**src/rtl/dbg_bus_master_if.sv**
```systemverilog
// ---------------------------------------------------------------------------
// dbg_bus_master_if
// Memory-controller data-port bundle driven by the debug bus master.
// Signal names are seen from the master side:
//   o_addr       32  bus address
//   o_wdata      32  write data
//   o_width       2  1=byte, 2=half, 3=word
//   o_we          1  one-cycle write strobe
//   o_read_en     1  one-cycle read strobe
//   o_zeroextend  1  zero-extend narrow reads
//   i_rdata      32  read data, valid the cycle after o_read_en
// ---------------------------------------------------------------------------
interface dbg_bus_master_if;
    logic [31:0] o_addr;
    logic [31:0] o_wdata;
    logic [1:0]  o_width;
    logic        o_we;
    logic        o_read_en;
    logic        o_zeroextend;
    logic [31:0] i_rdata;

    modport master (
        output o_addr, o_wdata, o_width, o_we, o_read_en, o_zeroextend,
        input  i_rdata
    );

    modport slave (
        input  o_addr, o_wdata, o_width, o_we, o_read_en, o_zeroextend,
        output i_rdata
    );
endinterface

```
**src/rtl/dbg_bus_master.sv**
```systemverilog
// ---------------------------------------------------------------------------
// dbg_bus_master
// Bridges a UART byte stream onto the memory-controller data port so a host
// can load and inspect memory while the core is held off through o_busy.
//
// Frame: command byte, 4 address bytes LSB first, then 4 write-data bytes
// LSB first for writes. Command byte: [7:4] op (1=read, 2=write),
// [3] repeat direction, [2] zeroextend, [1:0] width (0 means word).
// A write answers ACK_BYTE; a read answers the 4 read-data bytes LSB first;
// an illegal op or an inter-byte timeout answers ERR_BYTE.
//
// Ports:
//   i_clk, i_rst_n      clock, synchronous active-low reset
//   i_rx_data/valid     received byte and its one-cycle strobe
//   o_tx_data/valid     byte to send, held until i_tx_ready
//   bus                 memory data port (dbg_bus_master_if.master)
//   o_busy              high from command byte to last response byte
//   o_rx_dropped        one-cycle pulse for a byte arriving while not receiving
//   o_dbg_state         current FSM state encoding
//
// Handshake: a TX byte transfers in a cycle where o_tx_valid and i_tx_ready
// are both high; o_tx_valid and o_tx_data stay stable until that cycle.
//
// Optional macro DBG_AUTOINC_EN: enables op 3 ("repeat"), which reuses the
// stored address (bit [3] selects write) and advances that address by the
// access size after every bus access. Without it op 3 is illegal.
// ---------------------------------------------------------------------------
module dbg_bus_master #(
    parameter int unsigned TIMEOUT_CYCLES = 2500000,
    parameter logic [7:0]  ACK_BYTE       = 8'hA5,
    parameter logic [7:0]  ERR_BYTE       = 8'hEE
) (
    input  logic             i_clk,
    input  logic             i_rst_n,
    input  logic [7:0]       i_rx_data,
    input  logic             i_rx_valid,
    output logic [7:0]       o_tx_data,
    output logic             o_tx_valid,
    input  logic             i_tx_ready,
    dbg_bus_master_if.master bus,
    output logic             o_busy,
    output logic             o_rx_dropped,
    output logic [2:0]       o_dbg_state
);
    typedef enum logic [2:0] {
        S_IDLE    = 3'd0,
        S_ADDR    = 3'd1,
        S_DATA    = 3'd2,
        S_ACCESS  = 3'd3,
        S_WAIT_RD = 3'd4,
        S_RESP    = 3'd5,
        S_ERR     = 3'd6
    } state_t;

    state_t      r_state, w_state_nxt;
    logic [1:0]  r_cnt;
    logic        r_is_wr, w_is_wr_nxt;
    logic [1:0]  r_width, w_width_nxt;
    logic        r_zext, w_zext_nxt;
    logic [31:0] r_addr_sh, w_addr_sh_nxt;
    logic [31:0] r_wdata_sh, w_wdata_sh_nxt;
    logic [31:0] r_tmo;
    logic [31:0] r_resp;
    logic [1:0]  r_resp_idx, r_resp_last;
    logic [31:0] r_bus_addr, r_bus_wdata;
    logic [1:0]  r_bus_width;
    logic        r_bus_zext, r_we, r_read_en, r_rx_dropped;
    logic [3:0]  w_op;
    logic        w_cmd_legal, w_timeout, w_frame_byte, w_drop;
`ifdef DBG_AUTOINC_EN
    logic [31:0] r_addr_st;     // address kept for repeat commands
    logic [31:0] w_step;
`endif

    always_comb begin
        w_op         = i_rx_data[7:4];
        w_cmd_legal  = (w_op == 4'd1) || (w_op == 4'd2);
`ifdef DBG_AUTOINC_EN
        w_cmd_legal  = w_cmd_legal || (w_op == 4'd3);
        case (r_bus_width)
            2'd1:    w_step = 32'd1;
            2'd2:    w_step = 32'd2;
            default: w_step = 32'd4;
        endcase
`endif
        w_timeout    = (r_tmo == TIMEOUT_CYCLES - 1);
        w_frame_byte = i_rx_valid && (r_state == S_ADDR || r_state == S_DATA);
        w_drop       = i_rx_valid && (r_state == S_ACCESS || r_state == S_WAIT_RD ||
                                      r_state == S_RESP   || r_state == S_ERR);
    end

    // Next state plus the frame fields; the byte arriving this cycle is merged
    // here so the bus registers can load the complete frame on entry to ACCESS.
    always_comb begin
        w_state_nxt    = r_state;
        w_is_wr_nxt    = r_is_wr;
        w_width_nxt    = r_width;
        w_zext_nxt     = r_zext;
        w_addr_sh_nxt  = r_addr_sh;
        w_wdata_sh_nxt = r_wdata_sh;
        case (r_state)
            S_IDLE: begin
                if (i_rx_valid) begin
                    if (w_cmd_legal) begin
                        w_is_wr_nxt = (w_op == 4'd2);
                        w_width_nxt = (i_rx_data[1:0] == 2'd0) ? 2'd3 : i_rx_data[1:0];
                        w_zext_nxt  = i_rx_data[2];
                        w_state_nxt = S_ADDR;
`ifdef DBG_AUTOINC_EN
                        if (w_op == 4'd3) begin
                            w_is_wr_nxt   = i_rx_data[3];
                            w_addr_sh_nxt = r_addr_st;
                            w_state_nxt   = i_rx_data[3] ? S_DATA : S_ACCESS;
                        end
`endif
                    end else begin
                        w_state_nxt = S_ERR;
                    end
                end
            end
            S_ADDR: begin
                if (i_rx_valid) begin
                    w_addr_sh_nxt[8*r_cnt +: 8] = i_rx_data;
                    if (r_cnt == 2'd3) w_state_nxt = r_is_wr ? S_DATA : S_ACCESS;
                end else if (w_timeout) begin
                    w_state_nxt = S_ERR;
                end
            end
            S_DATA: begin
                if (i_rx_valid) begin
                    w_wdata_sh_nxt[8*r_cnt +: 8] = i_rx_data;
                    if (r_cnt == 2'd3) w_state_nxt = S_ACCESS;
                end else if (w_timeout) begin
                    w_state_nxt = S_ERR;
                end
            end
            S_ACCESS:  w_state_nxt = r_is_wr ? S_RESP : S_WAIT_RD;
            S_WAIT_RD: w_state_nxt = S_RESP;
            S_RESP:    if (i_tx_ready && r_resp_idx == r_resp_last) w_state_nxt = S_IDLE;
            S_ERR:     if (i_tx_ready) w_state_nxt = S_IDLE;
            default:   w_state_nxt = S_IDLE;
        endcase
    end

    always_comb begin
        o_tx_valid = 1'b0;
        o_tx_data  = 8'd0;
        if (r_state == S_RESP) begin
            o_tx_valid = 1'b1;
            o_tx_data  = r_resp[8*r_resp_idx +: 8];
        end else if (r_state == S_ERR) begin
            o_tx_valid = 1'b1;
            o_tx_data  = ERR_BYTE;
        end
    end

    always_ff @(posedge i_clk) begin
        if (!i_rst_n) begin
            r_state      <= S_IDLE;
            r_cnt        <= 2'd0;
            r_is_wr      <= 1'b0;
            r_width      <= 2'd0;
            r_zext       <= 1'b0;
            r_addr_sh    <= 32'd0;
            r_wdata_sh   <= 32'd0;
            r_tmo        <= 32'd0;
            r_resp       <= 32'd0;
            r_resp_idx   <= 2'd0;
            r_resp_last  <= 2'd0;
            r_bus_addr   <= 32'd0;
            r_bus_wdata  <= 32'd0;
            r_bus_width  <= 2'd0;
            r_bus_zext   <= 1'b0;
            r_we         <= 1'b0;
            r_read_en    <= 1'b0;
            r_rx_dropped <= 1'b0;
`ifdef DBG_AUTOINC_EN
            r_addr_st    <= 32'd0;
`endif
        end else begin
            r_state      <= w_state_nxt;
            r_is_wr      <= w_is_wr_nxt;
            r_width      <= w_width_nxt;
            r_zext       <= w_zext_nxt;
            r_addr_sh    <= w_addr_sh_nxt;
            r_wdata_sh   <= w_wdata_sh_nxt;
            r_rx_dropped <= w_drop;
            r_we         <= 1'b0;
            r_read_en    <= 1'b0;

            // Idle-cycle counter only runs while a frame is partially received.
            if ((r_state == S_ADDR || r_state == S_DATA) && !i_rx_valid)
                r_tmo <= r_tmo + 32'd1;
            else
                r_tmo <= 32'd0;

            // Wraps 3 -> 0, so the data phase starts at byte 0.
            if (r_state == S_IDLE)
                r_cnt <= 2'd0;
            else if (w_frame_byte)
                r_cnt <= r_cnt + 2'd1;

            if (w_state_nxt == S_ACCESS && r_state != S_ACCESS) begin
                r_bus_addr  <= w_addr_sh_nxt;
                r_bus_wdata <= w_wdata_sh_nxt;
                r_bus_width <= w_width_nxt;
                r_bus_zext  <= w_zext_nxt;
                r_we        <= w_is_wr_nxt;
                r_read_en   <= !w_is_wr_nxt;
            end

            if (r_state == S_ACCESS) begin
`ifdef DBG_AUTOINC_EN
                r_addr_st   <= r_bus_addr + w_step;
`endif
                r_resp      <= {24'd0, ACK_BYTE};
                r_resp_idx  <= 2'd0;
                r_resp_last <= 2'd0;
            end else if (r_state == S_WAIT_RD) begin
                r_resp      <= bus.i_rdata;
                r_resp_idx  <= 2'd0;
                r_resp_last <= 2'd3;
            end else if (r_state == S_RESP && i_tx_ready) begin
                r_resp_idx  <= r_resp_idx + 2'd1;
            end
        end
    end

    assign bus.o_addr       = r_bus_addr;
    assign bus.o_wdata      = r_bus_wdata;
    assign bus.o_width      = r_bus_width;
    assign bus.o_zeroextend = r_bus_zext;
    assign bus.o_we         = r_we;
    assign bus.o_read_en    = r_read_en;
    assign o_busy           = (r_state != S_IDLE);
    assign o_rx_dropped     = r_rx_dropped;
    assign o_dbg_state      = r_state;
endmodule

```
**src/flat_wrapper.sv**
```systemverilog
// flat-port wrapper written by rule: the top's interface ports become plain ports
module dbg_bus_master_flat 
#(
    parameter int unsigned TIMEOUT_CYCLES = 2500000,
    parameter logic [7:0]  ACK_BYTE       = 8'hA5,
    parameter logic [7:0]  ERR_BYTE       = 8'hEE
)
  (i_clk, i_rst_n, i_rx_data, i_rx_valid, o_tx_data, o_tx_valid, i_tx_ready, o_busy, o_rx_dropped, o_dbg_state, bus_o_addr, bus_o_wdata, bus_o_width, bus_o_we, bus_o_read_en, bus_o_zeroextend, bus_i_rdata);
  dbg_bus_master_if bus_i ();
  input  logic i_clk;
  input  logic i_rst_n;
  input  logic [7:0] i_rx_data;
  input  logic i_rx_valid;
  output logic [7:0] o_tx_data;
  output logic o_tx_valid;
  input  logic i_tx_ready;
  output logic o_busy;
  output logic o_rx_dropped;
  output logic [2:0] o_dbg_state;
  output wire logic [$bits(bus_i.o_addr)-1:0] bus_o_addr;
  output wire logic [$bits(bus_i.o_wdata)-1:0] bus_o_wdata;
  output wire logic [$bits(bus_i.o_width)-1:0] bus_o_width;
  output wire logic [$bits(bus_i.o_we)-1:0] bus_o_we;
  output wire logic [$bits(bus_i.o_read_en)-1:0] bus_o_read_en;
  output wire logic [$bits(bus_i.o_zeroextend)-1:0] bus_o_zeroextend;
  input wire logic [$bits(bus_i.i_rdata)-1:0] bus_i_rdata;
  assign bus_o_addr = bus_i.o_addr;
  assign bus_o_wdata = bus_i.o_wdata;
  assign bus_o_width = bus_i.o_width;
  assign bus_o_we = bus_i.o_we;
  assign bus_o_read_en = bus_i.o_read_en;
  assign bus_o_zeroextend = bus_i.o_zeroextend;
  assign bus_i.i_rdata = bus_i_rdata;
  dbg_bus_master #(.TIMEOUT_CYCLES(TIMEOUT_CYCLES), .ACK_BYTE(ACK_BYTE), .ERR_BYTE(ERR_BYTE)) u_core (.i_clk(i_clk), .i_rst_n(i_rst_n), .i_rx_data(i_rx_data), .i_rx_valid(i_rx_valid), .o_tx_data(o_tx_data), .o_tx_valid(o_tx_valid), .i_tx_ready(i_tx_ready), .bus(bus_i), .o_busy(o_busy), .o_rx_dropped(o_rx_dropped), .o_dbg_state(o_dbg_state));
endmodule
```
**config.mk**
```make
export PLATFORM = sky130hd
export DESIGN_NAME = dbg_bus_master_flat
export DESIGN_NICKNAME = d
export VERILOG_FILES = /design/src/rtl/dbg_bus_master_if.sv /design/src/rtl/dbg_bus_master.sv /design/src/flat_wrapper.sv
export SDC_FILE = /design/constraint.sdc
export NUM_CORES = 1
export LEC_CHECK = 0
export ABC_AREA = 1
export CAP_MARGIN = 5
export CORE_ASPECT_RATIO = 0.9
export CORE_MARGIN = 4
export CORE_UTILIZATION = 34
export DETAILED_ROUTE_END_ITERATION = 12
export GPL_ROUTABILITY_DRIVEN = 0
export HOLD_SLACK_MARGIN = 0.12
export SETUP_SLACK_MARGIN = 0.5
export SYNTH_ARGS = -nofsm -noshare
export SYNTH_HDL_FRONTEND = slang
export SYNTH_SLANG_ARGS = --single-unit
export TNS_END_PERCENT = 30
```
**constraint.sdc**
```tcl
create_clock -name i_clk -period 2.2 [get_ports i_clk]
set_input_delay 0.44 -clock i_clk [delete_from_list [all_inputs] [get_ports i_clk]]
set_output_delay 0.44 -clock i_clk [all_outputs]
set_load 0.005 [all_outputs]
```
### Word-level counts from Yosys, hierarchy flattened

Index checks and enable logic that the tools add are counted.

* register bits after elaboration: 210
* output and inout bits: 83
* word-level logic and storage cells: 96

* add/subtract/negate cells: 4
* equal/unequal tests: 13
* shift operators: 3
* muxes and demuxes: 34
* bitwise operators: 1
* reductions and logical operators: 22

Operator list (number)
* 32-bit 2-to-1 mux: 4
* 32-bit bitwise mux: 2
* 5-bit negator with 34-bit output: 1
* 8-bit by 34-bit variable shift with 32-bit output, first input constant: 1
* 8-bit by 34-bit variable part select with 32-bit output: 1
* 32-bit by 1-bit adder with 32-bit output, second input constant: 1
* 32-bit by 22-bit equality test with 1-bit output, second input constant: 1
* 8-bit 2-to-1 mux: 4
* 32-bit by 6-bit variable part select with 8-bit output: 1
* 3-bit 2-to-1 mux: 9
* 3-bit case mux with 7 select lines: 1
* 1-bit 2-to-1 mux: 10
* 3-bit by 2-bit equality test with 1-bit output, second input constant: 3
* 3-bit equality test, second input constant: 3
* 2-bit 2-to-1 mux: 4
* 1-bit logical AND: 6
* 1-bit logical OR: 5
* 2-bit by 1-bit adder with 2-bit output, second input constant: 2
* 4-bit by 1-bit equality test with 1-bit output, second input constant: 1
* 4-bit by 2-bit equality test with 1-bit output, second input constant: 1
* 2-bit AND reduction: 2
* 2-bit OR reduction: 2
* 3-bit by 1-bit equality test with 1-bit output, second input constant: 1
* 3-bit logical NOT: 1
* 9 further kinds: 10

### Logic depth before layout (Yosys ltp)

* depth in word-level cells: 8
* gate-level depth with buffers: 14
* depth with buffers taken out: 13

### Worst setup path before layout

Ideal clock, no wire load.

* path kind: register to register
* start point: reg u_core.r_cnt[0]
* end point: reg u_core.r_bus_addr[1] (netlist: u_core.bus.o_addr[1])
* library setup time: 64 ps
* arrival: 1905 ps
* data required time: 2136 ps
* setup slack: 231 ps
* cell stages (with the launch flop): 10
* path through: dfxtp_1 -> inv_1 -> ha_1 -> nor3_1 -> nand2_1 -> nand2_1 -> o21ai_0 -> nand3_1 -> nand2_1 -> nor2_1

* word-level cells in the longest chain between the ends: 6

RTL lines
* start, declared: line dbg_bus_master.sv:56 `logic [1:0] r_cnt;`
* start signal, assigned: line dbg_bus_master.sv:201 `r_cnt <= r_cnt + 2'd1;`
* parallel branches: the longest is 6 deep, another holds 5-bit negator with 34-bit output
* end signal, assigned: line dbg_bus_master.sv:204 `r_bus_addr <= w_addr_sh_nxt;`
* end, declared: line dbg_bus_master.sv:65 `logic [31:0] r_bus_addr, r_bus_wdata;`

Several ways; the timed one is not identified.
A chain may end at the register's enable or synchronous reset.

### Worst setup path in the final report

* start point: reg u_core.r_resp_idx[0]
* end point: out o_tx_data[7]

* word-level cells in the longest chain between the ends: 2

RTL lines
* start, declared: line dbg_bus_master.sv:64 `logic [1:0] r_resp_idx, r_resp_last;`
* start signal, assigned: line dbg_bus_master.sv:224 `r_resp_idx <= r_resp_idx + 2'd1;`
* 32-bit by 6-bit variable part select with 8-bit output: line dbg_bus_master.sv:150 `o_tx_data = r_resp[8*r_resp_idx +: 8];`
* 8-bit 2-to-1 mux: line dbg_bus_master.sv:148 `if (r_state == S_RESP) begin`
* end, declared: line flat_wrapper.sv:14 `output logic [7:0] o_tx_data;`

Every way passes these cells.

==> results_dict.tcl <==
set metrics [dict create \
    required_ns 1.76 \
    cts_tree "yes" \
    yosys.area.top_type_share_pct 44.3 \
    worst-path-buf-inv 4 \
    core_region_area_um2 27200 \
    grt_pass1_wl_um 49700 \
    cts_buffers 23 \
    hold_violations 0 \
    path_class "flop to output pin" \
    clock_sinks 210 \
    wl_per_cell_um 15.9 \
    root_buffer "clkbuf_16" \
    placed_cell_area_um2 11500 \
    final-seq-area_um2 4240 \
    cp_cell_sequence "buf_8 > clkinv_8 > buf_4 > o21ai_1 > a31oi_1 > buf_2" \
    drtPass1Iterations 7 \
    clockBufferDepth 3 \
    fin_area_um2 14600 \
    drv_cap 0 \
    crit_path_end_kind "output pin" \
    nNetsFinal 1661 \
    drt-initial-drc-count 705 \
    hold_ws_ns 0.306 \
    ys.warnings.count 0 \
    p_leak_nw 5.62 \
    io_buffer_count 126 \
    seqPwrFrac_pct 31.3 \
    grt_usage_pct 19.3 \
    rsz0062_at_grt "yes" \
    async_flop_share_pct 0 \
    fmax_mhz 480 \
    synth.distinct_cells 36 \
    synth.avg_cell_area_um2 6.98 \
    layout-drive-gt1-share_pct 27.9 \
    period_needed_ns 2.08 \
    max_slew_margin_pct 62.0 \
    start_kind "flop" \
    ant_nets 0 \
    drc_errors 0 \
    synth_top_cell_by_area "dfxtp_1" \
    clk_pin_slew_ns 0.06 \
    synth_fp_nets 1411 \
    start_util_pct 34.8 \
    route.vias.total 9811 \
    clkPwrFrac_pct 28.4 \
    die_x_um 184 \
    cp_max_fo 7 \
    cpMaxStageDelayCell "dfxtp_4" \
    path_delay_family "buffers and inverters" \
    multi_input_area_um2 5170 \
    power.switching_mw 4.50 \
    die_h_um 166 \
    routed_wl_um 31500 \
    grt_overflow 0 \
    vias_per_cell 4.95 \
    tightestPinTransition_ns 0.565 \
    p_sw_share_pct 31.5 \
    yosys_register_bits 210 \
    min_path_type "primary input to flop" \
    synthCells 1360 \
    report.final.slew_viol_count 0 \
    synth_edf_count 0 \
    ys.flop_type "dfxtp_1" \
    syn_area_um2 9490 \
    die_area_um2 30700 \
    clk_latency_ns 0.51 \
    slowest_delay_ns 0.37 \
    hpwl_um 19200 \
    synth_area_leaders "dfxtp_1 44%, nand2_1 13%, nor2_1 9.5%" \
    grt_start_max_net_pins 74 \
    fill_cells 2455 \
    fin_crit_sh_pct 94.7 \
    setup_viol_count_final 0 \
    cts_hold_buf 0 \
    fp-row-count 57 \
    p_per_area_nw_per_um2 980 \
    yosysSeqAreaShare_pct 44.3 \
    grt_pass1_vias 9249 \
    area_delta_synth_final_pct 53.6 \
    status "finished clean" \
    synth_common_cells "321 x nand2_1, 240 x nor2_1, 210 x dfxtp_1, 124 x inv_1, 116 x a21oi_1" \
    peakVddDrop_mv 0.578 \
    ctsHtreeMaxLevel 1 \
    skew_ns 0.00939 \
    critical_path_arrival_ns 1.64 \
    p_int_mw 9.79 \
    power.total_mw 14.3 \
    yosysMostFrequentCell "nand2_1" \
    io_pins 127 \
    comb_power_share_pct 40.2 \
    antenna_found_initial 1 \
]
-- through the flow --
step	setup TNS, ns	std cells	worst slack, ns	utilization, %
after floorplan	0	1360	0.484	-
after global placement	-3.41	1852	-0.0916	42.2
after detailed placement	-4.88	1852	-0.125	42.2
after CTS	0	1964	0.133	51.3
after global routing	0	1981	0.0453	53.5
final	0	1981	0.116	53.5
-- power groups by stage --
stage               registers, mW  logic, mW  clock network [mW]
finish                       4.48       5.75                4.06
global route                 4.53       6.10                4.27
CTS                          4.46       5.19                4.10
detailed placement           4.51       2.95                   0
global placement             4.51       2.92                   0
floorplan                    4.48       1.87                   0
-- state kept, by name (all words and copies together), names as in the netlist --
name	count
u_core.bus.o_zeroextend	1
u_core.r_resp	32
u_core.o_dbg_state	3
u_core.r_zext	1
u_core.bus.o_wdata	32
u_core.r_resp_last	1
u_core.r_addr_sh	32
u_core.r_resp_idx	2
u_core.bus.o_we	1
u_core.bus.o_width	2
u_core.bus.o_read_en	1
u_core.r_wdata_sh	32
u_core.r_tmo	32
u_core.bus.o_addr	32
u_core.o_rx_dropped	1
u_core.r_is_wr	1
u_core.r_width	2
u_core.r_cnt	2
-- what timing repair did --
| action | in CTS | in global routing |
|---|---|---|
| cloned | 26 | 5 |
| setup buffers | 45 | 11 |
| pin swaps | 85 | 73 |
| setup endpoints to repair | 216 | 263 |
| gates resized for setup | 244 | 129 |
-- per-layer routing --
layer / wire length, um / global-route usage [%] / vias to the layer above
met1: 14400 / 28.3 / 4560
li1: - / - / 4869
met4: 807 / 5.05 / 0
met3: 1990 / 3.01 / 61
met5: 0 / 0 / -
met2: 14200 / 29.7 / 321
-- cells in the final DEF (no fill, tap or decap), types with 13 or more instances in the layout --
cell type	n
buf_6	27
nand2_1	287
inv_2	20
o21ai_1	33
buf_12	20
clkbuf_16	26
dfxtp_1	194
o21ai_0	69
nor2_1	209
a21oi_1	73
clkdlybuf4s50_1	109
nand3_2	50
nand2_2	35
nor2_2	28
inv_1	108
a21oi_2	37
nor2_4	13
buf_4	79
buf_16	26
nor3_1	14
nand3_1	28
-- final timing paths --
path	start	end	slack, ns	cells past startpoint
setup reg to reg	u_core.o_dbg_state[1]	u_core.bus.o_width[1]	0.15	14
hold / removal	i_rst_n	u_core.r_resp[2]	0.31	3
setup / recovery	u_core.r_resp_idx[0]	o_tx_data[7]	0.12	6
hold reg to reg	u_core.r_tmo[31]	u_core.r_tmo[31]	0.46	2
-- kinds of logic after synthesis --
family / synth area share [%]
adder cells (fa/ha/maj): 0.923
buffers and inverters: 9.29
flip-flops: 44.3
XOR/XNOR: 0.0923
AND/OR/NAND/NOR: 32.2
AO/OA/AOI/OAI: 13.2
-- layout make-up --
class / count / area share, %
clock buffer: 31 / 4.57
timing repair buffer: 288 / 23.4
multi-input combinational: 955 / 35.5
timing repair inverter: 1 / 0.0601
inverter: 131 / 3.49
clock inverter: 10 / 0.884
sequential: 210 / 29.1
antenna: 1 / 0.0172
tap: 354 / 3.04
-- worst reg2reg max path: cells and delay by family (launching register included) --
kind,cells,cell delay [ns]
buf+inv,7,0.89
flops,1,0.37
simple gates,7,0.76
(Power assumes the default switching activity.)
